### src/rtl/pipe_stage_reg_if.sv
// rtl/pipe_stage_reg_if.sv - upstream/downstream payload channel of a pipeline stage register
interface pipe_stage_reg_if #(
  parameter int PAYLOAD_W = 128
);
  logic                 in_valid;
  logic [PAYLOAD_W-1:0] in_data;
  logic                 out_valid;
  logic [PAYLOAD_W-1:0] out_data;

  modport master (
    output in_valid,
    output in_data,
    input  out_valid,
    input  out_data
  );

  modport slave (
    input  in_valid,
    input  in_data,
    output out_valid,
    output out_data
  );
endinterface

### src/rtl/pipe_stage_reg.sv
// rtl/pipe_stage_reg.sv - parametrised inter-stage pipeline register with stall, flush and squash slots
// Optional performance counters are enabled with macro PIPE_STAGE_PERF_EN.
module pipe_stage_reg #(
  parameter int                   PAYLOAD_W  = 128,
  parameter int                   STALL_W    = 6,
  parameter int                   STAGE      = 2,
  parameter int                   KILL_SLOTS = 1,
  parameter logic [PAYLOAD_W-1:0] NOP_VALUE  = {PAYLOAD_W{1'b0}}
) (
  input  logic               clk,
  input  logic               rst,
  input  logic [STALL_W-1:0] stall,
  input  logic               flush_i,
  pipe_stage_reg_if.slave    bus,
  output logic               kill_pending
`ifdef PIPE_STAGE_PERF_EN
  ,
  output logic [31:0]        perf_retired,
  output logic [31:0]        perf_squashed
`endif
);

  localparam logic [3:0] KILL_INIT = 4'(KILL_SLOTS);

  logic                 up;
  logic                 dn;
  logic                 unused_stall;
  logic                 valid_q, valid_d;
  logic [PAYLOAD_W-1:0] data_q, data_d;
  logic [3:0]           kill_cnt_q, kill_cnt_d;

  assign up           = stall[STAGE];
  assign dn           = stall[STAGE+1];
  assign unused_stall = ^stall;

  always_comb begin
    valid_d    = valid_q;
    data_d     = data_q;
    kill_cnt_d = kill_cnt_q;
    if (flush_i) begin
      // A flush while upstream is stalled must also squash the stalled instruction(s) yet to arrive.
      valid_d    = 1'b0;
      data_d     = NOP_VALUE;
      kill_cnt_d = up ? KILL_INIT : 4'd0;
    end else if (up) begin
      if (!dn) begin
        valid_d = 1'b0;
        data_d  = NOP_VALUE;
      end
    end else if (kill_cnt_q != 4'd0) begin
      valid_d    = 1'b0;
      data_d     = NOP_VALUE;
      kill_cnt_d = kill_cnt_q - 4'd1;
    end else begin
      valid_d = bus.in_valid;
      data_d  = bus.in_valid ? bus.in_data : NOP_VALUE;
    end
  end

  always_ff @(posedge clk) begin
    if (!rst) begin
      valid_q    <= 1'b0;
      data_q     <= NOP_VALUE;
      kill_cnt_q <= 4'd0;
    end else begin
      valid_q    <= valid_d;
      data_q     <= data_d;
      kill_cnt_q <= kill_cnt_d;
    end
  end

  assign bus.out_valid = valid_q;
  assign bus.out_data  = data_q;
  assign kill_pending  = (kill_cnt_q != 4'd0);

`ifdef PIPE_STAGE_PERF_EN
  logic [31:0] perf_retired_q, perf_retired_d;
  logic [31:0] perf_squashed_q, perf_squashed_d;
  logic        retire_ev;
  logic        squash_ev;

  assign retire_ev = !flush_i && !up && (kill_cnt_q == 4'd0) && bus.in_valid;
  assign squash_ev = (flush_i && valid_q) ||
                     (!flush_i && !up && (kill_cnt_q != 4'd0) && bus.in_valid);

  always_comb begin
    perf_retired_d  = perf_retired_q;
    perf_squashed_d = perf_squashed_q;
    if (retire_ev && (perf_retired_q != 32'hFFFF_FFFF)) begin
      perf_retired_d = perf_retired_q + 32'd1;
    end
    if (squash_ev && (perf_squashed_q != 32'hFFFF_FFFF)) begin
      perf_squashed_d = perf_squashed_q + 32'd1;
    end
  end

  always_ff @(posedge clk) begin
    if (!rst) begin
      perf_retired_q  <= 32'd0;
      perf_squashed_q <= 32'd0;
    end else begin
      perf_retired_q  <= perf_retired_d;
      perf_squashed_q <= perf_squashed_d;
    end
  end

  assign perf_retired  = perf_retired_q;
  assign perf_squashed = perf_squashed_q;
`endif

endmodule
### src/flat_wrapper.sv
// flat-port wrapper written by rule: the top's interface ports become plain ports
module pipe_stage_reg_flat 
#(
  parameter int                   PAYLOAD_W  = 128,
  parameter int                   STALL_W    = 6,
  parameter int                   STAGE      = 2,
  parameter int                   KILL_SLOTS = 1,
  parameter logic [PAYLOAD_W-1:0] NOP_VALUE  = {PAYLOAD_W{1'b0}}
)
  (clk, rst, stall, flush_i, kill_pending, bus_in_valid, bus_in_data, bus_out_valid, bus_out_data);
  pipe_stage_reg_if #(.PAYLOAD_W(PAYLOAD_W)) bus_i ();
  input  logic clk;
  input  logic rst;
  input  logic [STALL_W-1:0] stall;
  input  logic flush_i;
  output logic kill_pending;
  input wire logic [$bits(bus_i.in_valid)-1:0] bus_in_valid;
  input wire logic [$bits(bus_i.in_data)-1:0] bus_in_data;
  output wire logic [$bits(bus_i.out_valid)-1:0] bus_out_valid;
  output wire logic [$bits(bus_i.out_data)-1:0] bus_out_data;
  assign bus_i.in_valid = bus_in_valid;
  assign bus_i.in_data = bus_in_data;
  assign bus_out_valid = bus_i.out_valid;
  assign bus_out_data = bus_i.out_data;
  pipe_stage_reg #(.PAYLOAD_W(PAYLOAD_W), .STALL_W(STALL_W), .STAGE(STAGE), .KILL_SLOTS(KILL_SLOTS), .NOP_VALUE(NOP_VALUE)) u_core (.clk(clk), .rst(rst), .stall(stall), .flush_i(flush_i), .bus(bus_i), .kill_pending(kill_pending));
endmodule
### config.mk
export PLATFORM = sky130hd
export DESIGN_NAME = pipe_stage_reg_flat
export DESIGN_NICKNAME = d
export VERILOG_FILES = /design/src/rtl/pipe_stage_reg_if.sv /design/src/rtl/pipe_stage_reg.sv /design/src/flat_wrapper.sv
export SDC_FILE = /design/constraint.sdc
export NUM_CORES = 1
export LEC_CHECK = 0
export BUFFER_PORTS_ARGS = -buffer_cell sky130_fd_sc_hd__buf_2
export CORE_MARGIN = 2
export CORE_UTILIZATION = 47
export DETAILED_ROUTE_END_ITERATION = 10
export PLACE_DENSITY = 0.83
export SLEW_MARGIN = 20
export SYNTH_ARGS = -nofsm -noshare
export SYNTH_HDL_FRONTEND = slang
export SYNTH_SLANG_ARGS = --single-unit
### constraint.sdc
create_clock -name clk -period 2.9 [get_ports clk]
set_input_delay 0.145 -clock clk [delete_from_list [all_inputs] [get_ports clk]]
set_output_delay 0.145 -clock clk [all_outputs]
set_load 0.03 [all_outputs]
==> Yosys cells after proc, flatten, opt, wreduce, memory -nomap -nowiden <==
Index checks and enable logic that the tools add are counted.
{ "word_totals": {"out_inout_bits": 130, "register_bits": 133, "inputBits": 138, "word_cells": 22} }
{ "classes": {"bitwise": 1, "mux": 11, "n_addsub": 1, "n_eq_ne": 2, "n_reduce_logical": 4} }
{ "op_table": {"columns": ["cell", "n"], "rows": [
  ["2-to-1 mux 128 bit", 4],
  ["2-to-1 mux 4 bit", 3],
  ["2-to-1 mux 1 bit", 4],
  ["nonzero test 4 bit", 1],
  ["subtractor 4 x 1 -> 4 bit, second input constant", 1],
  ["inequality test 2 x 1 -> 1 bit, second input constant", 1],
  ["inequality test 2 bit, second input constant", 1],
  ["AND reduction 2 bit", 1],
  ["nonzero test 2 bit", 1],
  ["OR reduction 2 bit", 1],
  ["inverter 1 bit", 1]
]} }

==> Depth between registers and ports, before layout <==
Gate-level depths: netlist of the first run.
{ "depth": {"depth_word": 4, "ltp_mapped": 7, "mapped_depth_nobuf": 5} }

==> Worst setup path after synthesis of the first run <==
OpenSTA, ideal clock, no wires.
{ "synth_path": {"path_kind": "reg-to-reg", "from": "register u_core.kill_cnt_q[0]", "to": "register u_core.data_q[10], in the netlist u_core.bus.out_data[10]", "required_ns": 2.772, "setup_ns": 0.128, "path_stages_with_launch": 8, "n_path_buf": 2, "synth_period_minus_slack_ns": 1.418, "arrival_ns": 1.290, "setup_slack_ns": 1.482, "path_cell_list": "dfxtp_1 inv_1 ha_1 nor3b_2 buf_2 buf_2 a32oi_1 nor2_1"} }
{ "synth_between": {"elab_chain_cells": 3} }
{ "synth_rtl": {"columns": ["element", "line", "rtl"], "rows": [
  ["start, declared", "pipe_stage_reg.sv:30", "logic [3:0] kill_cnt_q, kill_cnt_d;"],
  ["start signal, assigned", "pipe_stage_reg.sv:68", "kill_cnt_q <= kill_cnt_d;"],
  ["nonzero test 4 bit", "pipe_stage_reg.sv:50", "end else if (kill_cnt_q != 4'd0) begin"],
  ["2-to-1 mux 128 bit", "pipe_stage_reg.sv:50", null],
  ["2-to-1 mux 128 bit", "pipe_stage_reg.sv:45", "end else if (up) begin"],
  ["end signal, assigned", "pipe_stage_reg.sv:67", "data_q <= data_d;"],
  ["end, declared", "pipe_stage_reg.sv:29", "logic [PAYLOAD_W-1:0] data_q, data_d;"]
]} }
Every way passes these cells.
A chain may end at the register's enable or synchronous reset.

==> Final worst setup path of the first run <==
{ "layout_path": {"from": "input port flush_i", "to": "register u_core.kill_cnt_q[0]"} }
{ "layout_between": {"elab_chain_cells": 2, "word_cells_on_any_way": 4, "classes_between": "eq/ne (1); mux (1); reduce/logical (2)"} }
{ "layout_rtl": {"columns": ["element", "line", "rtl"], "rows": [
  ["start, declared", "flat_wrapper.sv:15", "input logic flush_i;"],
  ["inequality test 2 x 1 -> 1 bit (no source line) or nonzero test 2 bit (tied branches)", null, null],
  ["AND reduction 2 bit (no source line)", null, null]
]} }
Several ways; a longest one is shown, not always the timed one.

==> results.ini, run 1 <==
[timing]
fin_hold_ws_ps=60.8
rsz0062_at_grt=false
setup_viol=0
relSlewSlack_pct=45.0
tns_ps=0
tightest_slew_ps=825
skew_ps=6.63
fmax_mhz=475
period_needed_ps=2100
finalCritPeriodShare_pct=72.6
maxSlewViolCount=0
hold_viol=0

[final_layout]
fin_nets=973
most-common-layout-cells=buf_2, dfxtp_1, dlygate4sd3_1, nor2_1, a32oi_1
syn2layout_area_growth_pct=69.3
drive_gt1_share_pct=35.9
nFillCells=479
fin_cells=980
n_antenna_cell=0
final_common_cell=buf_2

[worst_setup_path]
r2r_slack_ps=890
reg2reg_from=u_core.kill_cnt_q[0]
path_buf_inv=3
end_kind=flop
r2r_end=u_core.kill_cnt_q[0]
cp_data_arrival_time_ps=2560
cp_max_fo=77
critPathLaunchType=input pin
crit_chain=dlygate4sd3_1 -> buf_2 -> nand2b_4 -> or4_1 -> nand3_1 -> dlygate4sd3_1
cpPeakStageDelay_ps=580
r2r_cells=6
cp_num_cells=6
cp_top_family=buffers and inverters
endpoint=u_core.kill_cnt_q[0]
path_class=input pin to flop
path_common_cell=dlygate4sd3_1
cp.required_ps=3350
startpoint=flush_i
slowest_stage=or4_1

[synthesis]
synth.top_cell.area_share_pct=57.2
synth.net_count=611
synth_area_leaders=dfxtp_1, a32oi_1, nor2_1, clkbuf_1, buf_2
synthCells=472
ys_seq_elements=133
synth_compound_area_share_pct=24.9
ys_types=22
syn_area_um2=4660
avgSynthCellArea_um2=9.87
yosys.area_share.simple_pct=12.3
synth_edf_count=0
synthArstFlopShare_pct=0
muxShareOfSynthArea_pct=0
synth-adder-area-share_pct=0.269
synth_area_leader_cell=dfxtp_1
yosysSeqAreaShare_pct=57.2
synth_xor_area_share_pct=0
synth_ff_type=dfxtp_1
synth_top_family_by_area=compound AO/OA/AOI/OAI gates
yosysWarnings=0

[pwr]
power_frac_seq_pct=41.3
combPwrFrac_pct=13.8
clkPwrFrac_pct=44.9
p_int_mw=3.41
powerDensity_nw_per_um2=580
p_sw_mw=1.16
p_sw_share_pct=25.3
irDropWorstVdd_v=0.000388
p_leak_nw=3.49

[floorplanning]
die-height_um=104
die_w_um=104
ioPinCount=268
dieArea_um2=10700
num_rows=36
start_util_pct=48.1
core_um2=9680

[global_route]
grt.overflow.total=0
grt_start_max_net_pins=130
antenna_found_initial=0
grt_pass1_vias=5733
grt_pass1_wl_um=28400
grtUsageTotal_pct=32.7

[clocking]
cts.sinks=133
htreeDepth=4
cts_resized=0
cts-buffers-inserted=17
clk_pin_slew_ps=60
cts-root-buf=clkbuf_8
cts_buffer_depth=2
cts_tree=built
clk_latency_ps=510

[min_path]
min_from=stall[2]
hold_path.class=input pin to flop

[drt]
dr.pass1.iters=5
wl_per_cell_um=18.4
vias_per_cell=5.77
drt-initial-drc-count=409
drt-total-wl_um=18000
drcViolationCount=0
antenna_left=0
via_count=5656

[run]
max_cap_viol_count=0

[placed_design]
gp_congestion=0.782
dp.cells=817
dp_hpwl_um=8630
numPortBuffers=263

[run_status]
status=finished clean

area by class of cell:
type                            count  area (um^2)  area share [%]
Inverter                            4         15.0           0.190
Sequential cell                   133         2660            33.8
Clock buffer                       20          445            5.65
Tap cell                          133          166            2.11
Clock inverter                     12          130            1.65
Timing Repair Buffer              400         2700            34.2
Multi-Input combinational cell    278         1770            22.4
sequential cells by signal (all words and copies together) (netlist names):
register	cells
u_core.bus.out_data	128
u_core.kill_cnt_q	4
u_core.bus.out_valid	1
per-stage QoR:
| step | power [mW] | utilization, % | area [um^2] | setup WS (ps) |
|---|---|---|---|---|
| 3_5_place_dp | 2.38 | 62.0 | 6000 | 1100 |
| 3_3_place_gp | 2.37 | 62.0 | 6000 | 1220 |
| 5_1_grt | 4.72 | 81.4 | 7890 | 713 |
| 4_1_cts | 4.55 | 81.4 | 7890 | 843 |
| 6_report | 4.57 | 81.4 | 7890 | 796 |
| 2_1_floorplan | 2.21 | - | 4660 | 1480 |
worst min-delay path by stage:
stage,endpoint,slack [ps],cells after the start
finish,u_core.kill_cnt_q[1],60,3
global route,u_core.kill_cnt_q[1],50,3
CTS,u_core.kill_cnt_q[2],30,3
detailed placement,u_core.bus.out_data[27],400,3
global placement,u_core.bus.out_data[112],400,3
floorplan,u_core.kill_cnt_q[0],310,2
per-layer routing:
layer / GRT usage [%] / part of all wire, % / routed length (um)
met1: 34.1 / 37 / 6590
met2: 59.7 / 52 / 9390
met3: 8.56 / 7.2 / 1300
met4: 17.6 / 4.1 / 748
met5: 0 / 0 / 0
worst register-to-register path: cells and delay by family, from the launching register on:
kind          cells  cell delay, ps
simple gates      3             750
flops             1             380
buf+inv           2             610
fa+ha+maj         1             220
cells by family after synthesis:
family / after synthesis
simple gates: 142
fa+ha+maj: 1
flops: 133
buf+inv: 61
compound gates: 135
cells in the mapped netlist, types with 2 or more instances:
| master | number |
|---|---|
| a21oi_1 | 3 |
| a32oi_1 | 128 |
| buf_1 | 7 |
| buf_2 | 17 |
| clkbuf_1 | 33 |
| dfxtp_1 | 133 |
| inv_1 | 4 |
| nand2_1 | 2 |
| nor2_1 | 129 |
| o21ai_0 | 2 |
| or3_1 | 2 |
| or4_1 | 2 |
what timing repair did:
action | in CTS | in global routing
hold buffers | 131 | 0
hold endpoints to repair | 129 | 0
buffers inserted | 0 | 0
power by group through the flow:
| stage | Sequential [mW] | Combinational [mW] | Clock [mW] |
|---|---|---|---|
| detailed placement | 1.92 | 0.462 | 0 |
| finish | 1.89 | 0.633 | 2.05 |
| CTS | 1.88 | 0.601 | 2.07 |
| global route | 1.89 | 0.667 | 2.16 |
| global placement | 1.92 | 0.447 | 0 |
| floorplan | 1.99 | 0.227 | 0 |
No activity file was read; power rests on OpenSTA's default activity.
==> inputs of run 2 (changes only) <==
CORE_UTILIZATION = 39   (was 47)
PLACE_DENSITY = 0.73   (was 0.83)
clock period = 1.9 ns   (was 2.9 ns; I/O delays follow)
==> results.ini, run 2 (synthesis gave the netlist of run 1 again) <==
[run_status]
status=finished clean  ; unchanged

[global_route]
grt_pass1_vias=5337  ; was 5,733
antenna_found_initial=0  ; unchanged
grt_start_max_net_pins=130  ; unchanged
grt.overflow.total=0  ; unchanged
grtUsageTotal_pct=24.6  ; was 32.7%
grt_pass1_wl_um=25600  ; was 28,400 um

[worst_setup_path]
cp_num_cells=6  ; unchanged
path_buf_inv=2  ; was 3
cp_data_arrival_time_ps=2050  ; was 2560 ps
critPathLaunchType=flop  ; was input pin
slowest_stage=dfxtp_1  ; was or4_1
cp_max_fo=83  ; was 77
crit_chain=inv_1 -> ha_1 -> nor3b_4 -> buf_12 -> a32oi_1 -> nor2_1  ; was dlygate4sd3_1 -> buf_2 -> nand2b_4 -> or4_1 -> nand3_1 -> dlygate4sd3_1
cp.required_ps=2240  ; was 3350 ps
end_kind=flop  ; unchanged
cp_top_family=simple AND/OR/NAND/NOR gates  ; was buffers and inverters
r2r_slack_ps=190  ; was 890 ps
cpPeakStageDelay_ps=350  ; was 580 ps
r2r_cells=6  ; unchanged
path_class=flop to flop  ; was input pin to flop

[clocking]
cts-buffers-inserted=17  ; unchanged
cts-root-buf=clkbuf_16  ; was clkbuf_8
clk_pin_slew_ps=60  ; about the same
clk_latency_ps=410  ; was 510 ps
cts_tree=built  ; unchanged
htreeDepth=4  ; unchanged
post_cts_buffers=0  ; unchanged
cts_buffer_depth=2  ; unchanged
cts.sinks=133  ; unchanged

[floorplanning]
die-height_um=113  ; was 104 um
die_w_um=113  ; was 104 um
ioPinCount=268  ; unchanged
start_util_pct=40.4  ; was 48.1%
dieArea_um2=12800  ; was 10,700 um^2
core_um2=11500  ; was 9680 um^2
num_rows=39  ; was 36

[placed_design]
gp_congestion=0.743  ; was 0.782
dp.cells=828  ; was 817
dp_hpwl_um=8700  ; was 8630 um
numPortBuffers=263  ; unchanged

[pwr]
powerDensity_nw_per_um2=904  ; was 580 nW/um^2
power_mw=7.21  ; was 4.57 mW
p_sw_mw=1.75  ; was 1.16 mW
p_sw_share_pct=24.3  ; was 25.3%
clkPwrFrac_pct=46.7  ; was 44.9%
irDropWorstVdd_v=0.000469  ; was 0.000388 V
power_frac_seq_pct=39.9  ; was 41.3%
p_int_mw=5.46  ; was 3.41 mW
combPwrFrac_pct=13.4  ; was 13.8%
p_leak_nw=3.52  ; was 3.49 nW

[final_layout]
syn2layout_area_growth_pct=71.2  ; was 69.3%
fin_cells=989  ; was 980
nFillCells=790  ; was 479
fin_nets=972  ; was 973
n_antenna_cell=0  ; unchanged
drive_gt1_share_pct=36.3  ; was 35.9%
most-common-layout-cells=buf_2, dfxtp_1, nor2_1, dlygate4sd3_1, a32oi_1  ; was buf_2, dfxtp_1, dlygate4sd3_1, nor2_1, a32oi_1
largest_reg_flops=128  ; unchanged
final_common_cell=buf_2  ; unchanged

[drt]
drcViolationCount=0  ; unchanged
wl_per_cell_um=16.6  ; was 18.4 um
drt-total-wl_um=16400  ; was 18,000 um
dr.pass1.iters=6  ; was 5
drt-initial-drc-count=551  ; was 409
via_count=5481  ; was 5,656
antenna_left=0  ; unchanged
vias_per_cell=5.54  ; was 5.77

[timing]
skew_ps=5.45  ; was 6.63 ps
maxSlewViolCount=0  ; unchanged
hold_viol=0  ; unchanged
tightest_slew_ps=546  ; was 825 ps
setup_viol=0  ; unchanged
tns_ps=0  ; unchanged
rsz0062_at_grt=false  ; unchanged
finalCritPeriodShare_pct=90.0
fmax_mhz=585
period_needed_ps=1710
relSlewSlack_pct=63.6  ; was 45.0%

[min_path]
hold_path.class=input pin to flop  ; unchanged
hold_depth=3  ; unchanged

[run]
max_cap_viol_count=0  ; unchanged

## run 2: power by group through the flow
stage               logic (mW)  clock network, mW  registers, mW
global placement         0.711                  0           2.93
CTS                      0.937               3.42           2.88
finish                   0.963               3.37           2.88
floorplan                0.347                  0           3.03
global route              1.03               3.56           2.88
detailed placement       0.729                  0           2.93
## run 2: area by class of cell
cell class	instances	area (um^2)	share of cell area [%]
clock buffers	20	467	5.85
clock inverters	12	153	1.91
inverters	4	15.0	0.188
multi-input cells	278	1770	22.3
flip-flops and latches	133	2660	33.4
well taps	143	179	2.24
repair buffers	399	2720	34.1
## run 2: what timing repair did
action,CTS,global route
hold endpoints to repair,129,0
resized for setup,1,0
setup endpoints to repair,1,0
hold buffers,129,0
## run 2: per-layer routing
layer	vias to the layer above	routed length [um]	share of wire, %	GRT usage, %
met2	339	8180	50	41.6
met5	-	0	0	0
met1	2582	6320	39	28.5
li1	2507	-	-	-
met3	53	1290	7.9	6.80
met4	0	585	3.6	12.6
## run 2: final timing paths
check,startpoint,endpoint
min,rst,u_core.kill_cnt_q[0]
max reg2reg,u_core.kill_cnt_q[0],u_core.bus.out_data[72]
max,u_core.kill_cnt_q[0],u_core.bus.out_data[72]
min reg2reg,u_core.bus.out_data[117],u_core.bus.out_data[117]
## run 2: worst min-delay path, stage by stage
cell and delay, ps:
buf_2 130, nand4b_1 80, nand3_1 70
## run 2: metrics by stage
stage,cell area (um^2),utilization [%],worst slack (ps),hold WS (ps)
finish,7970,69.2,190,31.4
global route,7970,69.2,41.0,37.1
CTS,7970,69.2,188,16.2
detailed placement,6060,52.6,243,358
global placement,6060,52.6,370,345
floorplan,4660,-,482,258
==> inputs of run 3 (changes only) <==
RECOVER_POWER = 100   (was unset)
==> results.ini, run 3 (synthesis gave the netlist of run 1 again) <==
[run_status]
status=finished clean  ; unchanged

[run]
max_cap_viol_count=0  ; unchanged

[timing]
hold_viol=0  ; unchanged
skew_ps=5.51  ; was 5.45 ps
tns_ps=0  ; unchanged
tightest_slew_ps=596  ; was 546 ps
fmax_mhz=586  ; was 585 MHz
maxSlewViolCount=0  ; unchanged
fin_hold_ws_ps=31.7  ; was 31.4 ps
finalCritPeriodShare_pct=89.9  ; was 90.0%
period_needed_ps=1710  ; about the same
rsz0062_at_grt=false  ; unchanged
setup_viol=0  ; unchanged
relSlewSlack_pct=60.3  ; was 63.6%

[drt]
drt-initial-drc-count=568  ; was 551
wl_per_cell_um=16.6  ; about the same
dr.pass1.iters=5  ; was 6
vias_per_cell=5.52  ; was 5.54
drcViolationCount=0  ; unchanged
drt-total-wl_um=16400  ; about the same
via_count=5455  ; was 5,481
antenna_left=0  ; unchanged

[worst_setup_path]
end_kind=flop  ; unchanged
path_class=flop to flop  ; unchanged
cp_top_family=simple AND/OR/NAND/NOR gates  ; unchanged
crit_chain=inv_1 -> ha_1 -> nor3b_4 -> buf_12 -> a32oi_1 -> nor2_1  ; unchanged
cp.required_ps=2230  ; was 2240 ps
slowest_stage=buf_12  ; was dfxtp_1
cp_max_fo=83  ; unchanged
cpPeakStageDelay_ps=360  ; was 350 ps
critPathLaunchType=flop  ; unchanged
cp_data_arrival_time_ps=2040  ; was 2050 ps
path_buf_inv=2  ; unchanged

[placed_design]
gp_congestion=0.743  ; unchanged
dp_hpwl_um=8700  ; unchanged
numPortBuffers=263  ; unchanged
dpl-instance-area_um2=6060  ; unchanged

[pwr]
irDropWorstVdd_v=0.000472  ; was 0.000469 V
p_leak_nw=2.96  ; was 3.52 nW
power_mw=7.20  ; was 7.21 mW
powerDensity_nw_per_um2=922  ; was 904 nW/um^2

[min_path]
hold_path.class=input pin to flop  ; unchanged

[global_route]
grt_start_max_net_pins=130  ; unchanged
grt_pass1_vias=5337  ; unchanged
grtUsageTotal_pct=24.6  ; unchanged
antenna_found_initial=0  ; unchanged
grt_pass1_wl_um=25600  ; unchanged
grt.overflow.total=0  ; unchanged

[final_layout]
fin_nets=972  ; unchanged
n_antenna_cell=0  ; unchanged
design_area_um2=7810  ; was 7970 um^2
syn2layout_area_growth_pct=67.7  ; was 71.2%
most-common-layout-cells=buf_2, dfxtp_1, nor2_1, dlygate4sd3_1, clkbuf_1  ; was buf_2, dfxtp_1, nor2_1, dlygate4sd3_1, a32oi_1
drive_gt1_share_pct=21.0  ; was 36.3%
final_core_util_pct=67.8  ; was 69.2%
largest_reg_flops=128  ; unchanged
nFillCells=882  ; was 790

[floorplanning]
core_um2=11500  ; unchanged
num_rows=39  ; unchanged
die_w_um=113  ; unchanged
dieArea_um2=12800  ; unchanged
start_util_pct=40.4  ; unchanged
ioPinCount=268  ; unchanged
die-height_um=113  ; unchanged

[clocking]
cts.sinks=133  ; unchanged
cts_buffer_depth=2  ; unchanged
clk_latency_ps=400  ; was 410 ps
cts-buffers-inserted=17  ; unchanged
cts-root-buf=clkbuf_16  ; unchanged
post_cts_buffers=0  ; unchanged
cts_tree=built  ; unchanged
htreeDepth=4  ; unchanged
clk_pin_slew_ps=60  ; about the same

run 3: final cells by class:
| type | instances | area (um^2) | share of cell area, % |
|---|---|---|---|
| multi-input cells | 278 | 1770 | 22.7 |
| repair buffers | 399 | 2560 | 32.8 |
| inverters | 4 | 15.0 | 0.192 |
| clock inverters | 12 | 153 | 1.95 |
| flip-flops and latches | 133 | 2660 | 34.1 |
| well taps | 143 | 179 | 2.29 |
| clock buffers | 20 | 467 | 5.97 |
run 3: report_power, final:
group	internal [mW]	total [mW]	switching [mW]
clock	2.16	3.37	1.21
sequential	2.85	2.88	0.0342
combinational	0.432	0.949	0.518
total	5.44	7.20	1.76
run 3: what timing repair did:
item                                    CTS  global route
endpoints found under the setup margin    1             0
gates resized for setup                   1             0
hold buffers                            129             0
hold endpoints to repair                129             0
run 3: worst paths after layout:
kind / depth (start not counted) / from / slack (ps) / to
max: 6 / u_core.kill_cnt_q[0] / 190 / u_core.bus.out_data[72]
min: 3 / rst / 30 / u_core.kill_cnt_q[0]
max reg2reg: 6 / u_core.kill_cnt_q[0] / 190 / u_core.bus.out_data[72]
min reg2reg: 2 / u_core.bus.out_data[33] / 480 / u_core.bus.out_data[33]
run 3: tightest hold or removal path, stage by stage:
cell and delay (ps):
buf_2 130, nand4b_1 80, nand3_1 70
run 3: per-layer routing:
metal	part of all wire [%]	track usage, %
met3	6.8	6.80
met2	49	41.6
met5	0	0
met4	3.6	12.6
met1	40	28.5
run 3: through the flow:
stage / std cells / worst slack (ps)
after floorplan: 472 / 482
after global placement: 828 / 370
after detailed placement: 828 / 243
after CTS: 989 / 188
after global routing: 989 / 41.0
final: 989 / 192
